### config.mk
export PLATFORM = sky130hd
export DESIGN_NAME = dp_sec3_accum
export DESIGN_NICKNAME = d
export VERILOG_FILES = /design/src/rtl/dp_sec3_accum.sv
export SDC_FILE = /design/constraint.sdc
export NUM_CORES = 1
export LEC_CHECK = 0
export BUFFER_PORTS_ARGS = -buffer_cell sky130_fd_sc_hd__buf_2
export CAP_MARGIN = 10
export CORE_MARGIN = 2
export CORE_UTILIZATION = 41
export DETAILED_ROUTE_END_ITERATION = 10
export GPL_ROUTABILITY_DRIVEN = 0
export GPL_TIMING_DRIVEN = 0
export PLACE_DENSITY = 0.74
export SETUP_SLACK_MARGIN = 0.5
export SYNTH_ARGS = -nofsm -noshare
export SYNTH_HDL_FRONTEND = slang
export SYNTH_SLANG_ARGS = --single-unit
### constraint.sdc
create_clock -name CLK -period 2.69 [get_ports CLK]
set_input_delay 0.269 -clock CLK [delete_from_list [all_inputs] [get_ports CLK]]
set_output_delay 0.269 -clock CLK [all_outputs]
set_load 0.05 [all_outputs]
### src/rtl/dp_sec3_accum.sv
// dp_sec3_accum: third datapath slice. A 16-bit add/subtract unit picks its
// operands with an A/B select front end and loads the result into the
// accumulator and/or the M register.
// Optional build macro: DP_SEC3_SATURATE_EN makes the result saturate
// (unsigned) instead of wrapping modulo 2^WIDTH.
module dp_sec3_accum #(
  parameter int WIDTH = 16
) (
  input  logic             CLK,
  input  logic             RST,
  input  logic [WIDTH-1:0] sub,
  input  logic [WIDTH-1:0] two,
  input  logic [WIDTH-1:0] one,
  input  logic             CTRL3,
  input  logic             CTRL4,
  input  logic             CTRL5,
  input  logic             CTRL8,
  input  logic             CTRL9,
  output logic [WIDTH-1:0] a1out,
  output logic [WIDTH-1:0] mout
);

  logic [WIDTH-1:0] acc_q, acc_d;
  logic [WIDTH-1:0] m_q,   m_d;
  logic [WIDTH-1:0] opa, opb, res;

  // ALU operation: op=0 adds, op=1 subtracts. Unsigned throughout.
  function automatic logic [WIDTH-1:0] alu_f(
    input logic             op,
    input logic [WIDTH-1:0] a,
    input logic [WIDTH-1:0] b
  );
`ifdef DP_SEC3_SATURATE_EN
    logic [WIDTH:0] ext;
    // The extra MSB is the carry on add and the borrow on subtract.
    ext = op ? ({1'b0, a} - {1'b0, b}) : ({1'b0, a} + {1'b0, b});
    if (ext[WIDTH]) begin
      alu_f = op ? {WIDTH{1'b0}} : {WIDTH{1'b1}};
    end else begin
      alu_f = ext[WIDTH-1:0];
    end
`else
    alu_f = op ? (a - b) : (a + b);
`endif
  endfunction

  // Operand select, ALU and next-state selection for both result registers.
  always_comb begin
    opa   = CTRL4 ? acc_q : sub;
    opb   = CTRL3 ? two : one;
    res   = alu_f(CTRL5, opa, opb);
    acc_d = CTRL8 ? res : acc_q;
    m_d   = CTRL9 ? res : m_q;
  end

  // ---- register stage: result registers, cleared asynchronously ----
  always_ff @(posedge CLK or posedge RST) begin
    if (RST) begin
      acc_q <= '0;
      m_q   <= '0;
    end else begin
      acc_q <= acc_d;
      m_q   <= m_d;
    end
  end

  assign a1out = acc_q;
  assign mout  = m_q;

endmodule

After elaboration in Yosys (flattened, before gate mapping)
Cells that the tools add are included. Widths: inputs -> output; s select.

Flip-flop bits (word level): 32. Input bits: 55. Output and inout port bits: 32. Word-level logic and storage cells: 7.

Add/subtract/negate cells: 2. Multiplexer cells: 3.

Operators by type and width (number): $mux 16 (3); $add 16x16->16 (1); $sub 16x16->16 (1).

Depth between registers and ports, before layout
Gate-level depths: netlist (run 1).

Word-level depth: 3. Mapped depth: 17. Gate-level depth less buffers: 14.

Worst setup path before layout (run 1)
No wires, ideal clock.

Kind: input port to flip-flop. Start point: input CTRL3. End point: register m_q[14] (netlist: mout[14]). Library setup time: 0.125 ns. Arrival: 3.122 ns. Data required time: 2.565 ns. Setup slack: -0.557 ns. Stages on the path: 16. Buffers on the path: 3. Cells stage by stage: buf_6 buf_2 buf_2 mux2i_1 ha_1 nand2_1 nor2_1 a21oi_1 xor2_1 ha_1 a21o_1 a21o_1 o21bai_1 a31oi_1 xnor2_1 mux2_2.

Word-level cells in the longest chain between the ends: 3. Elaborated cells between the ends (all ways): 4. Those cells by class: add/sub: 2; mux: 2.

Ends and longest elaborated chain: from (decl) (RTL line 14) `input logic CTRL3,`; $mux 16 (*) (RTL line 50) `opb = CTRL3 ? two : one;`; $add 16x16->16 or $sub 16x16->16 (tied branches) (RTL line 43) `alu_f = op ? (a - b) : (a + b);`; $mux 16 (*) (RTL line 43); to (signal assigned) (RTL line 63) `m_q <= m_d;`; to (decl) (RTL line 24) `logic [WIDTH-1:0] m_q, m_d;`.

Mark *: on every way between the ends. The rest lies on a longest branch, timed or not. A chain may end at the register's enable or synchronous reset.

Final worst setup path (run 1)
Start point: input CTRL3. End point: register m_q[10] (netlist: mout[10]).

Same word-level chain as after synthesis.

==> qor.yml, run 1 <==
hold_path:
  hold_start: "CTRL8"
  hold_end: "a1out[13]$_DFFE_PP0P_"
  min_path_type: "in2reg"
  min_path_cells: 4
detailed_routing:
  drc_errors: 0
  first_pass_iters: 4
  wirelength_mm: 7.11
  antenna_left: 0
  vias: 2433
  viasPerCell: 5.32
  wl_per_cell_um: 15.6
  drtIter0Drc: 124
finish:
  postLayoutCellArea_um2: 3770
  diodes: 0
  syn_to_final_growth_pct: 41.8
  final_core_util: 0.598
  nets: 451
  drive_gt1_frac: 0.526
  nFillCells: 539
synthesis:
  seq_area_frac_synth: 0.301
  netlist_top_cells_count: "mux2_2 (39), dfrtp_1 (32), a21oi_1 (26)"
  ys_ff_latch: 32
  synth_edf_count: 0
  synth-async-reset-ratio: 1.00
  synthMostInstantiatedCell: "mux2_2"
  yosysTopAreaCellShare: 0.301
  yosys-top-cells-area: "dfrtp_1 (30%), mux2_2 (17%), ha_1 (7.5%)"
  synth.avg_cell_area_um2: 9.89
  syn_inst: 269
  synth_flop_cell: "dfrtp_1"
  yosysTopAreaCell: "dfrtp_1"
  synthDistinctLibCells: 42
  synth_area_um2: 2660
  yosys_warnings: 0
  syn_nets: 341
global_route:
  grt_pass1_vias: 2394
  grt_max_degree: 33
  grt_first_pass_wirelength_mm: 11.0
  overflow: 0
  grt_usage: 0.192
  antenna_found_initial: 0
floorplan:
  die-width_um: 84.6
  ios: 87
  dieArea_um2: 7150
  rows: 29
  die_y_um: 84.6
  coreArea_um2: 6310
  initial_utilization: 0.422
worst_setup_path:
  cp_max_fo: 3
  critPathArrivalTime_ps: 3030
  crit-reg2reg-capture: "mout[10]$_DFFE_PP0P_"
  worstSetupPathType: "in2reg"
  r2r_setup_slack_ps: 140
  crit_required_ps: 2860
  end_kind: "flop"
  crit_chain: "buf_8, buf_12, buf_8, buf_12, mux2i_4, ha_4, o21ai_2, nand2_2, xnor2_2, ha_4, buf_4, a21oi_2, o211ai_1, a21oi_2, buf_4, o21bai_1, xor2_1, mux2_4"
  reg2reg_from: "a1out[0]$_DFFE_PP0P_"
  worstRegToRegCells: 11
  cpPeakStageDelay_ps: 260
  critPathSlowestCell: "mux2_4"
  cp-start-kind: "input pin"
timing:
  max-slew-margin-rel: 0.510
  fin_ws_ps: -168
  fmax_mhz: 350
  worst_pin_slew_ps: 735
  rsz0062_at_grt: "yes"
  drv_slew: 0
  worst_hold_slack_ps: 363
  setup_viol: 15
  fin_crit_ps: 2860
  hold_viol_final: 0
  clock_skew_ps: 8.22
  setup_tns_ps: -1470
  period_share: 1.06
pwr:
  p_leak_nw: 1.75
  pwr_density_cell_nw_per_um2: 1110
  ir_drop_v: 0.000630
clocking:
  cts-root-buf: "clkbuf_8"
  clkTransAtPathRegs_ps: 70
  cts_tree: "yes"
  clock_path_buffers: 2
  clkSinkCount: 32
  cts_made_buffers: 5
  htreeDepth: 2
  clk_latency_ps: 290
outcome:
  violations: "negative setup slack"
  status: "finished with violations"
placement:
  dp_slack_ps: -916
  hpwl_mm: 5.21
  place_area_um2: 3270
  portBuffers: 84
flow_run:
  max_cap_viol_count: 0
## timing repair
item,CTS,global route
endpoints found under the setup margin,28,26
gates resized for setup,24,23
setup buffers,12,5
hold buffers,0,1
endpoints found under the hold margin,0,10
pin swaps,19,15
## critical path, delay by kind of cell
family / cells / cell delay [ps]
XOR/XNOR: 2 / 380
multiplexers: 2 / 450
AO/OA/AOI/OAI: 5 / 690
adder cells (fa/ha/maj): 2 / 420
AND/OR/NAND/NOR: 1 / 80
buffers and inverters: 6 / 720
## where the power goes
group,internal (W),switching [W]
logic,0.00106,0.00175
registers,0.000727,0.000149
clock network,0.000327,0.000193
## layout by cell type, fill, tap and decap left out, drive strengths merged, types with 2 or more instances in the layout
master,Yosys,final
dfrtp,32,32
nor3,8,8
a21o,7,7
o21bai,3,3
a31oi,3,3
nand2b,5,5
inv,10,9
xnor2,15,15
buf,5,107
nor2,22,22
o21ai,9,9
nand4b,2,2
o31ai,2,2
nand2,11,11
mux2,39,39
nand3,2,2
a21oi,26,26
nor4,3,3
ha,16,16
o311ai,2,2
and3,2,2
mux2i,16,16
clkbuf,5,12
nor3b,3,3
xor2,13,13
## state kept, by name (all words and copies together), names as in the netlist
register	flops
a1out	16
mout	16
## layout make-up
| cell class | count | area (um^2) | area share |
|---|---|---|---|
| buffer | 10 | 86.3 | 0.0229 |
| inverter | 10 | 37.5 | 0.00995 |
| clock inverter | 1 | 30.0 | 0.00796 |
| tap | 77 | 96.3 | 0.0255 |
| multi-input combinational | 217 | 2030 | 0.537 |
| sequential | 32 | 801 | 0.212 |
| clock buffer | 7 | 96.3 | 0.0255 |
| timing repair buffer | 103 | 599 | 0.159 |
## worst max-delay path by stage
stage,start,end,slack [ps],cells past startpoint
2_1_floorplan,CTRL3,mout[14]$_DFFE_PP0P_,-290,16
3_3_place_gp,CTRL3,mout[15]$_DFFE_PP0P_,-850,17
3_5_place_dp,CTRL3,a1out[15]$_DFFE_PP0P_,-920,17
4_1_cts,CTRL3,a1out[14]$_DFFE_PP0P_,-170,18
5_1_grt,CTRL3,mout[10]$_DFFE_PP0P_,-300,18
6_report,CTRL3,mout[10]$_DFFE_PP0P_,-170,18
## layer usage
metal,vias up,global-route usage,part of all wire
met5,-,0,0
met4,0,0.0606,0.017
met3,9,0.0285,0.053
met2,84,0.330,0.49
met1,1145,0.249,0.44
li1,1195,-,-
## metrics by stage
stage / power, W / instances
global route: 0.00442 / 457
floorplan: 0.00281 / 269
CTS: 0.00401 / 450
detailed placement: 0.00335 / 430
global placement: 0.00329 / 430
finish: 0.00420 / 457
## cell families (layout without fill, tap and decap cells)
| logic type | count (synthesis) | count (layout) | synth area share |
|---|---|---|---|
| simple gates | 59 | 59 | 0.121 |
| fa+ha+maj | 17 | 17 | 0.0827 |
| compound gates | 58 | 58 | 0.144 |
| flops | 32 | 32 | 0.301 |
| mux | 55 | 55 | 0.227 |
| xor+xnor | 28 | 28 | 0.0922 |
| buf+inv | 20 | 131 | 0.0320 |
(Power assumes the default switching activity.)
==> run 2: changes to the inputs <==
==> constraint.sdc (replaced) <==
create_clock -name CLK -period 2.69 [get_ports CLK]
set_input_delay 0.1345 -clock CLK [delete_from_list [all_inputs] [get_ports CLK]]
set_output_delay 0.1345 -clock CLK [all_outputs]
set_load 0.05 [all_outputs]
==> run 2 against run 1 <==
Against the previous run:
- the flow still finishes with violations (negative setup slack)
- worst hold slack worse by 130 ps
- global-route usage grew 0.95 points
- non-clock buffer count up 3
- sequential share of layout area down 0.67 points
- sequential power grew 0.5%
- final cell count up 0.66%
- final area up 3.3%
- critical path depth did not move
- sequential cell count unchanged
- die area stayed put
- first-iteration DRC count grew 6.5%
==> qor.yml, run 2 (same netlist as run 1, synthesis figures left out) <==
timing:
  fin_crit_ps: 2840
  clock_skew_ps: 8.49
  setup_tns_ps: -1450
  worst_pin_slew_ps: 780
  fin_ws_ps: -152
  max-slew-margin-rel: 0.480
  drv_slew: 0
  rsz0062_at_grt: "yes"
  hold_viol_final: 0
  fmax_mhz: 352
  setup_viol: 16
  period_share: 1.06
finish:
  syn_to_final_growth_pct: 46.5
  final_cell_mix: "buf_2 (84), dfrtp_1 (32), mux2_2 (29)"
  diodes: 0
  final_common_cell: "buf_2"
  drive_gt1_frac: 0.551
  nFillCells: 499
  nets: 454
  layoutNonFillerInstCount: 460
  postLayoutCellArea_um2: 3900
detailed_routing:
  first_pass_iters: 4
  drtIter0Drc: 132
  wl_per_cell_um: 16.4
  wirelength_mm: 7.56
  vias: 2458
  viasPerCell: 5.34
  antenna_left: 0
  drc_errors: 0
floorplan:
  initial_utilization: 0.422
  dieArea_um2: 7150
  die_y_um: 84.6
  rows: 29
  ios: 87
  coreArea_um2: 6310
  die-width_um: 84.6
global_route:
  overflow: 0
  antenna_found_initial: 0
  grt_max_degree: 33
  grt_pass1_vias: 2421
  grt_first_pass_wirelength_mm: 11.5
  grt_usage: 0.202
worst_setup_path:
  cp_max_fo: 3
  critPathBufInv: 5
  critPathArrivalTime_ps: 2990
  crit_chain: "buf_8, buf_12, buf_8, buf_12, mux2i_4, ha_4, o21ai_4, nand2_2, xnor2_2, ha_4, buf_6, nand2_4, a211oi_4, o41ai_4, o21ai_2, a221oi_2, xnor2_1, a21oi_1"
  critPathTopFamily: "compound AO/OA/AOI/OAI gates"
  cpPeakStageDelay_ps: 410
  crit_required_ps: 2840
  worstSetupPathType: "in2reg"
  cp-start-kind: "input pin"
  end_kind: "flop"
  critPathSlowestCell: "o41ai_4"
pwr:
  p_comb_frac: 0.706
  p_switching_w: 0.00220
  pwr-share-clk: 0.091
  p_seq_frac: 0.204
  p_sw_frac: 0.509
  p_leak_nw: 1.79
  p_int_w: 0.00212
  pwr_density_cell_nw_per_um2: 1110
  ir_drop_v: 0.000570
clocking:
  cts-root-buf: "clkbuf_8"
  cts_tree: "yes"
  cts_made_buffers: 5
  clock_path_buffers: 2
  htreeDepth: 2
  clkTransAtPathRegs_ps: 70
  clk_latency_ps: 290
  clkSinkCount: 32
flow_run:
  max_cap_viol_count: 0
outcome:
  violations: "negative setup slack"
  status: "finished with violations"
placement:
  hpwl_mm: 5.29
  dp_cells: 430
  place_area_um2: 3270
  portBuffers: 84
hold_path:
  min_path_type: "in2reg"
## run 2: cell types whose count changed in the layout (fill, tap and decap cells not counted), sizes merged
cell / previous run / this run
clkinv: 1 / 3
buf: 107 / 110
bufinv: 1 / 0
clkbuf: 12 / 11
## run 2: final timing paths
kind,start,endpoint,slack [ps],depth (start not counted)
max in group asynchronous,RST,mout[9]$_DFFE_PP0P_,1960,4
min reg2reg,mout[0]$_DFFE_PP0P_,mout[0]$_DFFE_PP0P_,490,2
max reg2reg,a1out[3]$_DFFE_PP0P_,mout[15]$_DFFE_PP0P_,150,9
min in group asynchronous,RST,a1out[2]$_DFFE_PP0P_,320,3
min,CTRL8,a1out[13]$_DFFE_PP0P_,240,4
max,CTRL3,mout[15]$_DFFE_PP0P_,-150,18
## run 2: timing repair
item | CTS | global route
endpoints found under the hold margin | 0 | 8
setup buffers | 14 | 6
setup endpoints to repair | 26 | 26
cloned | 0 | 0
hold buffers | 0 | 1
gates resized for setup | 32 | 42
pin swaps | 25 | 19
## run 2: metrics by stage
stage                     total power (W)  utilization  hold WS, ps  worst slack (ps)
after floorplan                   0.00281            -          251              -157
after global placement            0.00329        0.518          468              -705
after detailed placement          0.00335        0.518          480              -770
after CTS                         0.00396        0.570          220             -54.7
after global routing              0.00455        0.617          273              -271
final                             0.00432        0.617          236              -152
## run 2: metal layers
layer	vias up	GRT usage	wire length, um
met4	0	0.0620	123
li1	1197	-	-
met5	-	0	0
met2	76	0.337	3710
met1	1177	0.269	3340
met3	8	0.0315	391
## run 2: worst register-to-register path, cell delays in order, from the launching register on
cell and delay, ps:
dfrtp_1 400, mux2_2 270, ha_1 380, nand2_4 120
a211oi_4 60, o41ai_4 410, o21ai_2 150, a221oi_2 320
xnor2_1 190, a21oi_1 100
## run 2: final cells by class
class | count | area (um^2) | area share
well taps | 77 | 96.3 | 0.0247
flip-flops and latches | 32 | 801 | 0.205
multi-input cells | 217 | 2140 | 0.550
inverters | 10 | 37.5 | 0.00963
clock buffers | 6 | 82.6 | 0.0212
plain buffers | 10 | 83.8 | 0.0215
repair buffers | 106 | 644 | 0.165
clock inverters | 2 | 10.0 | 0.00257
## run 2: power by group through the flow
| stage | combinational [W] | clock [W] | sequential (W) |
|---|---|---|---|
| global route | 0.00322 | 0.000417 | 0.000912 |
| finish | 0.00305 | 0.000392 | 0.000880 |
| CTS | 0.00269 | 0.000391 | 0.000877 |
| floorplan | 0.00111 | 0 | 0.00170 |
| global placement | 0.00242 | 0 | 0.000870 |
| detailed placement | 0.00247 | 0 | 0.000885 |
